[config.mk]
export PLATFORM = sky130hd
export DESIGN_NAME = bus_sequencer_flat
export DESIGN_NICKNAME = d
export VERILOG_FILES = /design/src/rtl/bus_sequencer_if.sv /design/src/rtl/bus_sequencer.sv /design/src/flat_wrapper.sv
export SDC_FILE = /design/constraint.sdc
export NUM_CORES = 1
export LEC_CHECK = 0
export ABC_AREA = 1
export CORE_UTILIZATION = 30
export CTS_CLUSTER_SIZE = 8
export DETAILED_ROUTE_END_ITERATION = 7
export GPL_TIMING_DRIVEN = 0
export PLACE_DENSITY = 0.66
export SLEW_MARGIN = 15
export SYNTH_ARGS = -nofsm -noshare
export SYNTH_HDL_FRONTEND = slang
export SYNTH_SLANG_ARGS = --single-unit
[constraint.sdc]
create_clock -name clk -period 3.41 [get_ports clk]
set_input_delay 0.682 -clock clk [delete_from_list [all_inputs] [get_ports clk]]
set_output_delay 0.682 -clock clk [all_outputs]
set_load 0.05 [all_outputs]
[src/rtl/bus_sequencer_if.sv]
// Data-bus source controller signal bundle: instruction handshake, operand levels,
// RAM read port and the registered result bus.
interface bus_sequencer_if #(
    parameter int DATA_W = 8,
    parameter int ADDR_W = 4
);
    logic [DATA_W-1:0] insn;
    logic              insn_valid;
    logic              insn_ready;
    logic [DATA_W-1:0] alu_result;
    logic [DATA_W-1:0] level_A;
    logic [DATA_W-1:0] level_C;
    logic              mem_req;
    logic [ADDR_W-1:0] mem_addr;
    logic              mem_ack;
    logic [DATA_W-1:0] mem_rdata;
    logic [DATA_W-1:0] bus_data;
    logic              bus_valid;
    logic              bus_err;

    // master: the sequencer, which drives the bus and the RAM request
    modport master (
        input  insn, insn_valid, alu_result, level_A, level_C, mem_ack, mem_rdata,
        output insn_ready, mem_req, mem_addr, bus_data, bus_valid, bus_err
    );

    // slave: the core / RAM side feeding the sequencer
    modport slave (
        output insn, insn_valid, alu_result, level_A, level_C, mem_ack, mem_rdata,
        input  insn_ready, mem_req, mem_addr, bus_data, bus_valid, bus_err
    );
endinterface

[src/rtl/bus_sequencer.sv]
// Decodes the opcode nibble of each accepted instruction and drives the selected
// source onto a registered data bus; RAM reads stall the core until ack or timeout.
module bus_sequencer #(
    parameter int DATA_W  = 8,
    parameter int ADDR_W  = 4,
    parameter int TIMEOUT = 8
) (
    input  logic           clk,
    input  logic           rst_n,
    bus_sequencer_if.master bus
);
    localparam int HALF  = DATA_W / 2;
    localparam int CNT_W = (TIMEOUT == 0) ? 1 : $clog2(TIMEOUT + 1);
    localparam logic [CNT_W-1:0] CNT_LAST = (TIMEOUT == 0) ? '0 : CNT_W'(TIMEOUT - 1);

    typedef enum logic {
        IDLE     = 1'b0,
        MEM_WAIT = 1'b1
    } state_t;

    state_t            state_reg;
    logic [CNT_W-1:0]  wait_cnt_reg;
    logic [DATA_W-1:0] bus_data_reg;
    logic              bus_valid_reg;
    logic              bus_err_reg;
    logic              mem_req_reg;
    logic [ADDR_W-1:0] mem_addr_reg;

    logic [3:0]        opcode;
    logic              src_valid;
    logic              is_ram;
    logic [DATA_W-1:0] src_data;

    assign opcode = bus.insn[DATA_W-1:DATA_W-4];

    // Overlapping patterns: the first matching item wins, so SC must precede ALU.
    always_comb begin
        src_valid = 1'b0;
        is_ram    = 1'b0;
        src_data  = '0;
        casez (opcode)
            4'b0000: begin
                src_valid = 1'b1;
                src_data  = bus.level_C;
            end
            4'b0???: begin
                src_valid = 1'b1;
                src_data  = bus.alu_result;
            end
            4'b1000: is_ram = 1'b1;
            4'b1010: begin
                src_valid = 1'b1;
                src_data  = {bus.level_A[DATA_W-1:HALF], bus.insn[HALF-1:0]};
            end
            4'b1100: begin
                src_valid = 1'b1;
                src_data  = {bus.level_A[HALF-1:0], bus.insn[HALF-1:0]};
            end
            default: ;
        endcase
    end

    always_ff @(posedge clk or negedge rst_n) begin
        if (!rst_n) begin
            state_reg     <= IDLE;
            wait_cnt_reg  <= '0;
            bus_data_reg  <= '0;
            bus_valid_reg <= 1'b0;
            bus_err_reg   <= 1'b0;
            mem_req_reg   <= 1'b0;
            mem_addr_reg  <= '0;
        end else begin
            bus_valid_reg <= 1'b0;
            bus_err_reg   <= 1'b0;
            case (state_reg)
                IDLE: begin
                    if (bus.insn_valid) begin
                        if (src_valid) begin
                            bus_data_reg  <= src_data;
                            bus_valid_reg <= 1'b1;
                        end else if (is_ram) begin
                            mem_addr_reg <= bus.insn[ADDR_W-1:0];
                            mem_req_reg  <= 1'b1;
                            wait_cnt_reg <= '0;
                            state_reg    <= MEM_WAIT;
                        end
                    end
                end
                MEM_WAIT: begin
                    // ack takes priority over a coincident timeout
                    if (bus.mem_ack) begin
                        bus_data_reg  <= bus.mem_rdata;
                        bus_valid_reg <= 1'b1;
                        mem_req_reg   <= 1'b0;
                        state_reg     <= IDLE;
                    end else if (TIMEOUT != 0 && wait_cnt_reg == CNT_LAST) begin
                        bus_data_reg  <= '1;
                        bus_valid_reg <= 1'b1;
                        bus_err_reg   <= 1'b1;
                        mem_req_reg   <= 1'b0;
                        state_reg     <= IDLE;
                    end else if (wait_cnt_reg != '1) begin
                        wait_cnt_reg <= wait_cnt_reg + CNT_W'(1);
                    end
                end
                default: state_reg <= IDLE;
            endcase
        end
    end

    assign bus.insn_ready = (state_reg == IDLE);
    assign bus.bus_data   = bus_data_reg;
    assign bus.bus_valid  = bus_valid_reg;
    assign bus.bus_err    = bus_err_reg;
    assign bus.mem_req    = mem_req_reg;
    assign bus.mem_addr   = mem_addr_reg;
endmodule

[src/flat_wrapper.sv]
// flat-port wrapper written by rule: the top's interface ports become plain ports
module bus_sequencer_flat 
#(
    parameter int DATA_W  = 8,
    parameter int ADDR_W  = 4,
    parameter int TIMEOUT = 8
)
  (clk, rst_n, bus_insn, bus_insn_valid, bus_alu_result, bus_level_A, bus_level_C, bus_mem_ack, bus_mem_rdata, bus_insn_ready, bus_mem_req, bus_mem_addr, bus_bus_data, bus_bus_valid, bus_bus_err);
  bus_sequencer_if #(.DATA_W(DATA_W), .ADDR_W(ADDR_W)) bus_i ();
  input  logic clk;
  input  logic rst_n;
  input wire logic [$bits(bus_i.insn)-1:0] bus_insn;
  input wire logic [$bits(bus_i.insn_valid)-1:0] bus_insn_valid;
  input wire logic [$bits(bus_i.alu_result)-1:0] bus_alu_result;
  input wire logic [$bits(bus_i.level_A)-1:0] bus_level_A;
  input wire logic [$bits(bus_i.level_C)-1:0] bus_level_C;
  input wire logic [$bits(bus_i.mem_ack)-1:0] bus_mem_ack;
  input wire logic [$bits(bus_i.mem_rdata)-1:0] bus_mem_rdata;
  output wire logic [$bits(bus_i.insn_ready)-1:0] bus_insn_ready;
  output wire logic [$bits(bus_i.mem_req)-1:0] bus_mem_req;
  output wire logic [$bits(bus_i.mem_addr)-1:0] bus_mem_addr;
  output wire logic [$bits(bus_i.bus_data)-1:0] bus_bus_data;
  output wire logic [$bits(bus_i.bus_valid)-1:0] bus_bus_valid;
  output wire logic [$bits(bus_i.bus_err)-1:0] bus_bus_err;
  assign bus_i.insn = bus_insn;
  assign bus_i.insn_valid = bus_insn_valid;
  assign bus_i.alu_result = bus_alu_result;
  assign bus_i.level_A = bus_level_A;
  assign bus_i.level_C = bus_level_C;
  assign bus_i.mem_ack = bus_mem_ack;
  assign bus_i.mem_rdata = bus_mem_rdata;
  assign bus_insn_ready = bus_i.insn_ready;
  assign bus_mem_req = bus_i.mem_req;
  assign bus_mem_addr = bus_i.mem_addr;
  assign bus_bus_data = bus_i.bus_data;
  assign bus_bus_valid = bus_i.bus_valid;
  assign bus_bus_err = bus_i.bus_err;
  bus_sequencer #(.DATA_W(DATA_W), .ADDR_W(ADDR_W), .TIMEOUT(TIMEOUT)) u_core (.clk(clk), .rst_n(rst_n), .bus(bus_i));
endmodule
# == Yosys cells after proc, flatten, opt, wreduce, memory -nomap -nowiden ==
# Cells that the tools add are included.
# word_totals
wordCells,67
out_inout_bits,16
register_bits,20
inputBits,44
# op_classes
n_addsub,1
mux,37
n_eq_ne,13
n_reduce_logical,6
bitwise_logic,3
# ops
operator,count
8-bit 2-to-1 mux,5
4-bit 2-to-1 mux,6
8-bit case mux with 3 select lines,1
1-bit 2-to-1 mux,20
8-bit case mux with 2 select lines,1
4-bit equality test (second input constant),3
2-bit inequality test (second input constant),5
4-bit case mux with 2 select lines,1
4-bit AND reduction,2
1-bit case mux with 2 select lines,3
6-bit AND reduction,1
4-bit by 1-bit adder with 4-bit output (second input constant),1
4-bit by 3-bit equality test with 1-bit output (second input constant),1
4-bit logical NOT,1
2-bit by 1-bit inequality test with 1-bit output (second input constant),2
4-bit inequality test (second input constant),1
3-bit inequality test (second input constant),1
1-bit NOT,3
3-bit AND reduction,1
3-bit OR reduction,1

# == Longest topological paths before layout ==
# depth
ltp_word,7
mapped_depth,10
ltp_nobuf,10

# == Worst setup path after synthesis ==
# OpenSTA, ideal clock, no wires.
# synth_path
path_kind,register -> output
startpoint,reg u_core.state_reg
endpoint,out bus_insn_ready
setup_slack_ns,1.617
n_path_buf,1
arrival_ns,1.111
stages_incl_launch_ff,3
t_required_ns,2.728
path_cell_list,dfrtp_1 -> inv_2 -> clkbuf_1
# synth_via
elab_chain_cells,1
# synth_lines
item,line,rtl
start: declaration,bus_sequencer.sv:21,state_t state_reg;
start signal: assignment,bus_sequencer.sv:65,state_reg <= IDLE;
start signal: assignment,bus_sequencer.sv:85,state_reg <= MEM_WAIT;
start signal: assignment,bus_sequencer.sv:95,state_reg <= IDLE;
1-bit NOT (no line),-,
end: declaration,flat_wrapper.sv:19,output wire logic [$bits(bus_i.insn_ready)-1:0] bus_insn_ready;
# No other way between the ends.

# == Worst setup path after layout ==
# Ends and elaborated chain as after synthesis.

==> impl_results.md <==
- Status: complete, no violations
- Setup TNS: 0 ns
- Setup WS post-layout: approximately 0.64 ns
- CTS Buf Count: 3
- Placed cells: between 300 and 400
- Sw Share: 37.1%
- Cell variety after synth: 22
- Syn Area/Cell: ~6.6 um^2
- Pleak: 0.00101 uW
- CTS tree: done
- WP data required: roughly 2.7 ns
- Congestion Overflow GR: 0
- PortBufs: 59
- Critical path cell sequence: inv_2 -> clkbuf_1 -> clkdlybuf4s50_1
- Largest register FFs: 8
- Initial detailed-routing violation count: 61
- CTS clk-pin slew, worst paths: 0.08 ns
- Sequential Power Share: between 30% and 40%
- CTS H-tree lvls: 1
- Area Overhead vs Synth: 55.3%
- Number of global-route vias before repair: around 1,300
- Worst slack at placement: 0.965 ns
- Cell area after layout: around 2000 um^2
- Critical path's largest stage delay: 0.90 ns
- Yosys reg bits: 20
- CTS Hold Bufs: 0
- Hold Crit Start: u_core.bus.mem_addr[3]
- Final setup fails: 0
- Postcts setup bufs: 0
- CTS sink cnt: 20
- Die Area: approximately 4500 um^2
- Fin nets: between 300 and 400
- Fill cell count: approximately 430
- Global-route wire length before repair: about 5500 um
- DR pass1 iterations: 4
- Startpoint types: flop
- Logic gate share of total power: 40.5%
- ANT cells: 0
- VDD IR max: about 0.14 mV
- Non-filler cells, final: slightly above 300
- Relative slew margins: 40.3%
- Int Power: between 500 and 600 uW
- Reg-to-reg setup timing slack: between 1.5 and 2 ns
- Min-Delay Path Depth: 2
- CP max FO: 10
- Yosys warnings: 0
- Initial antenna violation count: 0
- Clock Skews: approximately 0.0061 ns
- Top delay family on crit path: buffers and inverters
- Starting Density: 31.5%
- Clk buf depth: 2
- Largest net degree at the start of global routing: 21
- Vias per inst: roughly 4.5
- Pins over their slew limit: 0
- Gr usage total: roughly 16%
- Core box area: about 4100 um^2
- Power per cell area: 411 nW/um^2
- Hold endpoint: u_core.bus.mem_addr[3]
- Crit Path Class: reg -> out
- CP Depth: 3
- Io pins: 60
- Fin Hold WS: roughly 0.47 ns
- MaxCap Viol Count: 0
- Min cycle time layout: approximately 2.8 ns
- Least-Margin Pin Slew: ~0.9 ns
- Post-Synthesis Cell Area: approximately 1300 um^2
- Worst r2r path cells: 8
- Syn_nets: 240
- Crit path capture type: primary output
- Beginning of the worst register-to-register path: u_core.wait_cnt_reg[0]
- Reg2reg end: u_core.bus.bus_data[2]
- Worst path bufs/invs: 3
- RSZ-0062 raised after global routing: no
- Antenna-violating nets left: 0
- F_max: between 0.3 and 0.4 GHz
- Residual DRC: 0
- Critical-path top delay cell: clkdlybuf4s50_1
- Hold Fails Final Rpt: 0
- Share of layout cells above drive strength 1: slightly below 8%
- Final GP Congestion: between 0.8 and 0.9
- Die height: slightly below 70 um
- Seq/Total Area, Yosys: 39.1%
- Mapped Cells: between 150 and 200
- Cell Area, Placed: just under 2000 um^2
- Final Cycle Share: ~80%
- Post-detail-place hpwl: roughly 2700 um
- Post-DR wirelength/cell: about 11 um
- Clk root buf: clkbuf_8
- Vias post-DR: ~1,400
- Switching power: 303 uW
- Die W: about 67 um
- Clock share of power: between 20% and 30%
- CP Data Arrival Time: around 2.1 ns
- FP Rows: 23
- PostCTS Resize Cnt: 0
- Worst hold path class: reg -> reg
- Final wirelength: 3390 um
- Clk_lat worst skew: about 0.26 ns
[cell type report]
| type | count | area, um^2 | area share [%] |
|---|---|---|---|
| sequential | 20 | 500 | 25.2 |
| inverter | 16 | 60.1 | 3.02 |
| multi-input combinational | 155 | 694 | 34.9 |
| tap | 50 | 62.6 | 3.15 |
| buffer | 4 | 25.0 | 1.26 |
| clock buffer | 4 | 55.1 | 2.77 |
| timing repair buffer | 59 | 591 | 29.7 |
[stage by stage]
stage	utilization (%)	power [uW]
6_report	49.0	817
5_1_grt	49.0	861
4_1_cts	49.0	824
3_5_place_dp	47.6	641
3_3_place_gp	47.6	638
2_1_floorplan	-	498
[cell families (layout without fill, tap and decap cells)]
kind of cell | count (synthesis) | count (layout) | share of synthesized area [%]
xor+xnor | 1 | 1 | 0.684
compound gates | 12 | 12 | 4.99
fa+ha+maj | 1 | 1 | 0.977
buf+inv | 20 | 83 | 6.65
simple gates | 141 | 141 | 47.6
flops | 20 | 20 | 39.1
[worst reg2reg max path: cells and delay by family, from the launching register on]
kind	cells	cell delay (ns)
fa+ha+maj	1	0.18
buf+inv	1	0.22
flops	1	0.39
simple gates	6	0.67
[power by group through the flow]
stage	Sequential [uW]	Clock [uW]	Combinational (uW)
detailed placement	307	0	334
finish	302	184	331
global placement	306	0	332
global route	307	194	361
floorplan	414	0	84.7
CTS	302	187	335
[cell usage after synthesis (all sizes together)]
cell type  instances  share of area (%)
a21oi              8                3.4
buf                3                1.7
clkbuf             1               0.29
dfrtp             20                 39
ha                 1               0.98
inv               16                4.7
nand2             96                 29
nand3             28                 11
nor2              15                6.3
nor3               1               0.39
o21ai              4                1.6
or2                1               0.49
xor2               1               0.68
[worst max path at each step]
stage / from / endpoint / slack [ns]
after floorplan: u_core.state_reg / bus_insn_ready / 1.62
after detailed placement: u_core.state_reg / bus_insn_ready / 0.96
after global routing: u_core.state_reg / bus_insn_ready / 0.56
after global placement: u_core.state_reg / bus_insn_ready / 0.95
final: u_core.state_reg / bus_insn_ready / 0.64
after CTS: u_core.state_reg / bus_insn_ready / 0.66
[cells in the final DEF (no fill, tap or decap), types with 2 or more instances in the layout]
cell type / instances
nor2_2: 3
o21ai_0: 2
nand2_1: 93
o21ai_1: 2
buf_2: 2
inv_2: 4
nor2_1: 11
dfrtp_1: 20
nand3_1: 27
clkdlybuf4s50_1: 59
clkbuf_8: 4
inv_1: 12
nand2_2: 2
a21oi_1: 7
[metal layers]
metal,GRT usage [%],share of wire (%)
met2,27.8,45
met5,0,0
met4,7.98,1.9
met1,20.4,46
met3,2.20,6.8
No activity file was read; power rests on OpenSTA's default activity.
